--- src/rtl/level_pkg.sv ---
// Shared types and per-level tuning for the Bumpy progression controller.
package level_pkg;

  typedef enum logic [2:0] {
    ST_IDLE,
    ST_PLAY,
    ST_FLAG_UP,
    ST_LEVEL_DONE,
    ST_WON
  } state_e;

  localparam int NUM_LEVELS_DEF = 4;

  // Score needed to raise the finish flag, indexed by level; entries past
  // the configured level count are spare.
  localparam int LEVEL_THRESH [8] = '{4, 6, 8, 10, 12, 14, 15, 15};

endpackage

--- src/rtl/frame_tick_counter.sv ---
// Counts startOfFrame ticks from 0 to TERM and flags the tick that completes a run.
module frame_tick_counter #(
  parameter int TERM = 59
) (
  input  logic clk,
  input  logic rst_n,
  input  logic clr_i,
  input  logic tick_i,
  output logic last_o
);

  localparam int CW = (TERM < 1) ? 1 : $clog2(TERM + 1);

  logic [CW-1:0] cnt_q;

  assign last_o = tick_i && !clr_i && (cnt_q == CW'(TERM));

  always_ff @(posedge clk or negedge rst_n) begin
    if (!rst_n) begin
      cnt_q <= '0;
    end else if (clr_i || last_o) begin
      cnt_q <= '0;
    end else if (tick_i) begin
      cnt_q <= cnt_q + CW'(1);
    end
  end

endmodule

--- src/rtl/level_progress_ctrl.sv ---
// Game progression controller: score, level, finish flag and level-complete pause.
// Optional flag blinking in FLAG_UP is enabled by defining FLAG_BLINK_EN.
module level_progress_ctrl
  import level_pkg::*;
#(
  parameter int NUM_LEVELS   = NUM_LEVELS_DEF,
  parameter int SCORE_W      = 4,
  parameter int DONE_FRAMES  = 60,
  parameter int BLINK_FRAMES = 8,
  localparam int LVL_W       = $clog2(NUM_LEVELS)
) (
  input  logic               clk,
  input  logic               resetN,
  input  logic               startOfFrame,
  input  logic               gameStart,
  input  logic               scoreInc,
  input  logic               playerDead,
  input  logic               flagHit,
  output logic [LVL_W-1:0]   levelCode,
  output logic [SCORE_W-1:0] score,
  output logic               flagEnable,
  output logic               levelDone,
  output logic               gameWon
);

  localparam int              SMAX_I = (1 << SCORE_W) - 1;
  localparam logic [SCORE_W-1:0] SMAX = '1;

  function automatic logic [SCORE_W-1:0] sat_inc(input logic [SCORE_W-1:0] s,
                                                 input logic inc);
    if (inc && (s != SMAX)) return s + SCORE_W'(1);
    return s;
  endfunction

  // Thresholds above the representable score are clamped so the flag stays reachable.
  function automatic logic [SCORE_W-1:0] thresh_of(input logic [LVL_W-1:0] lvl);
    logic [2:0] idx;
    int         t;
    idx = 3'(lvl);
    t   = LEVEL_THRESH[idx];
    if (t > SMAX_I) t = SMAX_I;
    return SCORE_W'(t);
  endfunction

  state_e             state_q;
  logic [LVL_W-1:0]   levelCode_q;
  logic [SCORE_W-1:0] score_q;
  logic               flagEnable_q;
  logic               levelDone_q;
  logic               gameWon_q;

  logic [SCORE_W-1:0] score_inc;
  logic               play_hit;
  logic               done_last;
  logic               blink_on;

  assign score_inc = sat_inc(score_q, scoreInc);
  assign play_hit  = (score_inc >= thresh_of(levelCode_q));

  frame_tick_counter #(
    .TERM (DONE_FRAMES - 1)
  ) u_done_cnt (
    .clk    (clk),
    .rst_n  (resetN),
    .clr_i  (gameStart || (state_q != ST_LEVEL_DONE)),
    .tick_i (startOfFrame),
    .last_o (done_last)
  );

`ifdef FLAG_BLINK_EN
  logic       blink_phase_q;
  logic [3:0] toggles_q;
  logic       blink_last;
  logic       blink_step;

  frame_tick_counter #(
    .TERM (BLINK_FRAMES - 1)
  ) u_blink_cnt (
    .clk    (clk),
    .rst_n  (resetN),
    .clr_i  (state_q != ST_FLAG_UP),
    .tick_i (startOfFrame),
    .last_o (blink_last)
  );

  assign blink_step = blink_last && (toggles_q < 4'd8);
  assign blink_on   = blink_step ? ~blink_phase_q : blink_phase_q;

  always_ff @(posedge clk or negedge resetN) begin
    if (!resetN) begin
      blink_phase_q <= 1'b1;
      toggles_q     <= '0;
    end else if (state_q != ST_FLAG_UP) begin
      blink_phase_q <= 1'b1;
      toggles_q     <= '0;
    end else if (blink_step) begin
      blink_phase_q <= ~blink_phase_q;
      toggles_q     <= toggles_q + 4'd1;
    end
  end
`else
  assign blink_on = (BLINK_FRAMES >= 1);
`endif

  always_ff @(posedge clk or negedge resetN) begin
    if (!resetN) begin
      state_q      <= ST_IDLE;
      levelCode_q  <= '0;
      score_q      <= '0;
      flagEnable_q <= 1'b0;
      levelDone_q  <= 1'b0;
      gameWon_q    <= 1'b0;
    end else begin
      levelDone_q <= 1'b0;
      if (gameStart) begin
        state_q      <= ST_PLAY;
        levelCode_q  <= '0;
        score_q      <= '0;
        flagEnable_q <= 1'b0;
        gameWon_q    <= 1'b0;
      end else begin
        case (state_q)
          ST_PLAY: begin
            if (playerDead) begin
              score_q <= '0;
            end else begin
              score_q <= score_inc;
              if (play_hit) begin
                state_q      <= ST_FLAG_UP;
                flagEnable_q <= 1'b1;
              end
            end
          end
          ST_FLAG_UP: begin
            if (playerDead) begin
              score_q      <= '0;
              state_q      <= ST_PLAY;
              flagEnable_q <= 1'b0;
            end else begin
              score_q <= score_inc;
              if (flagHit) begin
                state_q      <= ST_LEVEL_DONE;
                levelDone_q  <= 1'b1;
                flagEnable_q <= 1'b0;
              end else begin
                flagEnable_q <= blink_on;
              end
            end
          end
          ST_LEVEL_DONE: begin
            if (done_last) begin
              if (levelCode_q == LVL_W'(NUM_LEVELS - 1)) begin
                state_q   <= ST_WON;
                gameWon_q <= 1'b1;
              end else begin
                levelCode_q <= levelCode_q + LVL_W'(1);
                score_q     <= '0;
                state_q     <= ST_PLAY;
              end
            end
          end
          default: ;
        endcase
      end
    end
  end

  assign levelCode  = levelCode_q;
  assign score      = score_q;
  assign flagEnable = flagEnable_q;
  assign levelDone  = levelDone_q;
  assign gameWon    = gameWon_q;

endmodule

--- config.mk ---
export PLATFORM = sky130hd
export DESIGN_NAME = level_progress_ctrl
export DESIGN_NICKNAME = d
export VERILOG_FILES = /design/src/rtl/level_pkg.sv /design/src/rtl/frame_tick_counter.sv /design/src/rtl/level_progress_ctrl.sv
export SDC_FILE = /design/constraint.sdc
export NUM_CORES = 1
export LEC_CHECK = 0
export CORE_AREA = 2 2 54 56
export DETAILED_ROUTE_END_ITERATION = 6
export DIE_AREA = 0 0 56 58
export PLACE_DENSITY_LB_ADDON = 0.05
export SKIP_LAST_GASP = 1
export SLEW_MARGIN = 20
export SYNTH_ARGS = -nofsm -noshare
export SYNTH_HDL_FRONTEND = slang
export SYNTH_SLANG_ARGS = --single-unit
--- constraint.sdc ---
create_clock -name clk -period 4.47 [get_ports clk]
set_clock_uncertainty 0.2 [all_clocks]
set_input_delay 0.447 -clock clk [delete_from_list [all_inputs] [get_ports clk]]
set_output_delay 0.447 -clock clk [all_outputs]
set_load 0.02 [all_outputs]
# ---- Word-level counts from Yosys, hierarchy flattened
# Memories as Yosys holds them, arrays and structs flattened.
# Index checks and enable logic that the tools add are counted.
dict set report classes {
  n_addsub 3
  bitwise_logic 1
  n_reduce_logical 19
  n_eq_ne 13
  mux 39
  order_cmp 3
}
# cell n
set op_table {}
lappend op_table {{$mux 32} 2}
lappend op_table {{$gt 32x5->1 const B} 1}
lappend op_table {{$mux 4} 7}
lappend op_table {{$mux 3} 7}
lappend op_table {{$mux 1} 14}
lappend op_table {{$mux 6} 2}
lappend op_table {{$reduce_and 3->1} 4}
lappend op_table {{$ne 3x3->1 const B} 3}
lappend op_table {{$pmux 3 s3} 1}
lappend op_table {{$mux 2} 4}
lappend op_table {{$ne 4x4->1 const B} 2}
lappend op_table {{$pmux 4 s2} 1}
lappend op_table {{$reduce_bool 2->1} 4}
lappend op_table {{$add 6x1->6 const B} 1}
lappend op_table {{$eq 3x2->1 const B} 2}
lappend op_table {{$eq 6x6->1 const B} 1}
lappend op_table {{$ne 3x2->1 const B} 2}
lappend op_table {{$reduce_bool 3->1} 2}
lappend op_table {{$reduce_and 5->1} 1}
lappend op_table {{$add 4x1->4 const B} 1}
lappend op_table {{$ge 4x4->1} 1}
lappend op_table {{$ge 4x4->1 const B} 1}
lappend op_table {{$not 2->4} 1}
lappend op_table {{$reduce_bool 4->1} 1}
lappend op_table {{9 further kinds} 12}
dict set report word_totals {
  out_inout_bits 9
  elab_cells 86
  ff_bits 18
  memories 1
  rom_bits 256
  input_bits 7
}
# name words word_bits rd rd_clocked_by_memory_dff wr line_no
set mem_list {}
lappend mem_list {{(name not given)} 8 32 1 0 0 level_progress_ctrl.sv:40} ;# t = LEVEL_THRESH[idx];

# ---- Depth between registers and ports, before layout
dict set report logic_depth {
  depth_word 11
  ltp_mapped 9
}

# ---- Hierarchy
# From an unflattened synthesis, not the netlist that was laid out.
dict set report unflattened {
  hier_cells 119
  area_unflattened_um2 1116.1
}
# module seq_area_each_um2 n_inst area_per_inst_um2 cells_each
set by_module_without_submodules {}
lappend by_module_without_submodules {level_progress_ctrl 300.3 1 784.5 87}
lappend by_module_without_submodules {frame_tick_counter 150.1 1 331.6 32}

# ---- Least setup slack after synthesis
# OpenSTA, ideal clock, no wires.
dict set report synth_timing {
  kind {register -> register}
  startpoint {register score_q[0], in the netlist score[0]}
  endpoint {register state_q[1]}
  setup_slack_ns 2.140
  synth_period_minus_slack_ns 2.330
  path_stages_with_launch 10
  setup_time_ns 0.095
  n_path_buf 0
  t_arrival_ns 2.035
  t_required_ns 4.175
  path_cell_list {dfrtp_1 ha_1 a21oi_1 a31oi_1 ha_1 nand2_1 a21oi_1 o2bb2ai_1 a311oi_4 o31ai_1}
}
dict set report synth_via {
  elab_chain_len 7
  word_cells_on_any_way 9
}
# item line_no
set synth_lines {}
lappend synth_lines {{start: declaration} level_progress_ctrl.sv:47} ;# logic [SCORE_W-1:0] score_q;
lappend synth_lines {{start signal: assignment} level_progress_ctrl.sv:127} ;# score_q <= score_inc;
lappend synth_lines {{start signal: assignment} level_progress_ctrl.sv:140} ;# score_q <= score_inc;
lappend synth_lines {{parallel branches: the longest is 3 deep, another holds $add 4x1->4} -}
lappend synth_lines {{$mux 4 (*)} level_progress_ctrl.sv:32} ;# return s;
lappend synth_lines {{$ge 4x4->1 (*)} level_progress_ctrl.sv:58} ;# assign play_hit = (score_inc >= thresh_of(levelCode_q));
lappend synth_lines {{$ne 3x3->1 (no source line) (*)} -}
lappend synth_lines {{$reduce_and 5->1 (no source line) (*)} -}
lappend synth_lines {{end signal: assignment} level_progress_ctrl.sv:107} ;# state_q <= ST_IDLE;
lappend synth_lines {{end signal: assignment} level_progress_ctrl.sv:116} ;# state_q <= ST_PLAY;
lappend synth_lines {{end signal: assignment} level_progress_ctrl.sv:129} ;# state_q <= ST_FLAG_UP;
lappend synth_lines {{end: declaration} level_progress_ctrl.sv:45} ;# state_e state_q;
# Mark *: on every way between the ends. The select of a mux whose other input is x is not followed.
# A chain may end at the register's enable or synchronous reset.

# ---- Worst setup path after layout
dict set report layout_timing {
  startpoint {input port scoreInc}
  endpoint {register state_q[1]}
}
dict set report layout_via {
  elab_chain_len 6
}
# item line_no
set layout_lines {}
lappend layout_lines {{start: declaration} level_progress_ctrl.sv:16} ;# input logic scoreInc,
lappend layout_lines {{$logic_and 1x1->1} level_progress_ctrl.sv:31} ;# if (inc && (s != SMAX)) return s + SCORE_W'(1);
lappend layout_lines {{$mux 1} level_progress_ctrl.sv:31}
lappend layout_lines {{$mux 4} level_progress_ctrl.sv:32}
lappend layout_lines {{$ge 4x4->1} level_progress_ctrl.sv:58}
lappend layout_lines {{$ne 3x3->1 (no source line)} -}
lappend layout_lines {{$reduce_and 5->1 (no source line)} -}
# Every way passes these cells.

==> impl_metrics.toml <==
[yosys]
synth.net_count = 131
netlist_area_um2 = 1156
syn_inst = 118
synth-async-reset-ratio = 1.000
synth.top_cell.area_share = 0.3896
ys.flop_type = "dfrtp_1"
syn_area_per_cell_um2 = 9.798
post_synth_main_area_contributors = "dfrtp_1, ha_1, nor2_1, a21oi_1, mux2i_1"
synth-warning-count = 0
yosysUniqueCellTypes = 41
yosysTopAreaCell = "dfrtp_1"
ys_seq_elements = 18
synth-edff-count = 0
ys_seq_area_frac = 0.3896

[power_and_ir_drop]
p_int_uw = 317.6
peakVddDrop_uv = 351.6
sw_frac_of_total = 0.3880
power_density_nw_per_um2 = 382.9
p_sw_uw = 201.3
clock_power_share = 0.201
cellLeakagePower_nw = 0.5793
total_power_uw = 518.9
p_seq_frac = 0.432
p_comb_frac = 0.367

[sta]
rsz0062_at_grt = "false"
setup_viol = 0
maxSlewHeadroom = 0.4260
setup_ws_ns = 1.954
tns_ns = 0
fmax_mhz = 397.4
period_needed_ns = 2.516
maxSlewViolCount = 0
tightest_slew_ns = 0.8582
hold_violations = 0
min_period_over_period = 0.5629
whs_ns = 0.3356

[grt]
grt_max_degree = 19
grt-busiest-layer = "met2"
grt_usage = 0.1685
grt_pass1_vias = 897
grt_pass1_wl_um = 4229
grt.overflow.total = 0
grtUsageMet2 = 0.2487
grtUsageMet1 = 0.2475
gr-usage-met3 = 0.02455
antenna_found_initial = 0

[detailed_routing]
drcViolationCount = 0
drtPass1Iterations = 4
num_vias = 916
wl_per_cell_um = 14.80
antenna_left = 0
via_per_inst = 5.585
drt_iter0_markers = 28
wirelength_um = 2427

[placed_design]
dp_cells = 160
port_buffers = 15
pre_cts_ws_ns = 1.663
dp_hpwl_um = 1752
gp_congestion = 0.8023

[worst_setup_path]
cp_max_fo = 6
crit_path_start_kind = "primary input"
path_class = "in -> reg"
critPathCaptureType = "flop"
worstPathArrival_ns = 2.53
required_ns = 4.49

[clock_tree]
cts_root_buf = "clkbuf_4"
cts_buffers = 3
cts_buffer_depth = 2
tritoncts = "done"
holdBufCountCts = 0
cts_setup_buffers = 0
ctsResizeCount = 0
clk_pin_slew_ns = 0.11
clk_latency_ns = 0.30
cts_num_sinks = 18
h-tree-depth = 1

[cells_and_area]
antenna_cells = 0
drive_gt1_frac = 0.09774
area_growth_pct = 17.21
final_cells = 164
nets = 147

[job]
drv_cap = 0

[floorplan]
dieHeight_um = 58
rows = 19
dieArea_um2 = 3248
initial_core_util = 0.4342
io_pins = 16
core_area_um2 = 2663
die_w_um = 56

[worst_hold_path]
hp-class = "reg -> reg"

[outcome]
status = "finished clean"
## metrics by stage
| stage | instance area (um2) | util |
|---|---|---|
| 5_1_grt | 1355 | 0.5089 |
| 3_5_place_dp | 1319 | 0.4953 |
| 4_1_cts | 1355 | 0.5089 |
| 6_report | 1355 | 0.5089 |
| 3_3_place_gp | 1319 | 0.4953 |
| 2_1_floorplan | 1156 | - |
## cells in the final DEF, fill, tap and decap left out, types with 3 or more instances in the layout
master,instances
or3_1,4
xnor2_1,3
ha_1,6
clkdlybuf4s50_1,15
nand2_1,8
a21oi_1,9
o21ai_0,3
nand4_1,3
nor2_1,16
dfrtp_1,18
inv_1,4
mux2i_1,4
xor2_1,4
clkbuf_4,3
## synth_stat cells (all sizes together) (2+ instances only)
library cell   n
or3            4
buf            3
inv            5
o31ai          2
o2bb2ai        2
xnor2          3
nand3          2
mux2           2
a311oi         2
xor2           4
mux2i          4
nor2          16
a21oi          9
dfrtp         18
ha             6
o21ai          6
nor3           2
nand4          3
nand2          9
## critical path, stage by stage
cell and delay (ns):
clkdlybuf4s50_1 0.57, nand4_1 0.14, nor2_1 0.11, mux2i_1 0.11
ha_1 0.31, nand2_1 0.05, a21oi_1 0.24, o2bb2ai_1 0.21
a311oi_4 0.10, o31ai_1 0.25
## metal layers
| layer | share of wire | wire, um |
|---|---|---|
| met5 | 0 | 0 |
| met4 | 0.011 | 26 |
| met3 | 0.048 | 117 |
| met2 | 0.43 | 1053 |
| met1 | 0.51 | 1230 |
## power by group through the flow
stage | combinational [mW] | sequential [mW] | clock [mW]
4_1_cts | 0.192 | 0.223 | 0.111
3_5_place_dp | 0.190 | 0.226 | 0
3_3_place_gp | 0.190 | 0.226 | 0
2_1_floorplan | 0.152 | 0.213 | 0
5_1_grt | 0.213 | 0.228 | 0.114
6_report | 0.190 | 0.224 | 0.104
## final cells by class
cell class / instances / area [um2]
Multi-Input combinational cell: 91 / 660.6
Sequential cell: 18 / 450.4
Tap cell: 31 / 38.79
Inverter: 5 / 18.77
Clock buffer: 4 / 36.28
Timing Repair Buffer: 15 / 150.1
Fill cell: 245 / 1308
## flip-flops by register name, summed over array words and instances, names as in the netlist
name              count
flagEnable            1
gameWon               1
levelCode             2
levelDone             1
score                 4
state_q               3
u_done_cnt.cnt_q      6
## logic make-up (layout without fill, tap and decap cells)
family	Yosys count	count (layout)	share of synthesized area
AO/OA/AOI/OAI	28	28	0.1862
XOR/XNOR	7	7	0.05303
adder cells (fa/ha/maj)	6	6	0.06493
buffers and inverters	9	24	0.03895
flip-flops	18	18	0.3896
multiplexers	6	6	0.05411
AND/OR/NAND/NOR	44	44	0.2132
## path summary, 6_finish.rpt
check                           slack, ns  cells past startpoint                       end                   start
worst max register to register       2.03                      9    state_q[1]$_DFFE_PN0P_    score[0]$_DFFE_PN0P_
max in group asynchronous            3.12                      1  levelCode[1]$_DFFE_PN0P_                  resetN
worst min-delay path                 0.34                      2    flagEnable$_DFFE_PN0P_  flagEnable$_DFFE_PN0P_
min in group asynchronous            0.43                      1    state_q[1]$_DFFE_PN0P_                  resetN
worst min register to register       0.34                      2    flagEnable$_DFFE_PN0P_  flagEnable$_DFFE_PN0P_
worst max-delay path                 1.95                     10    state_q[1]$_DFFE_PN0P_                scoreInc
No activity file was read; power rests on OpenSTA's default activity.
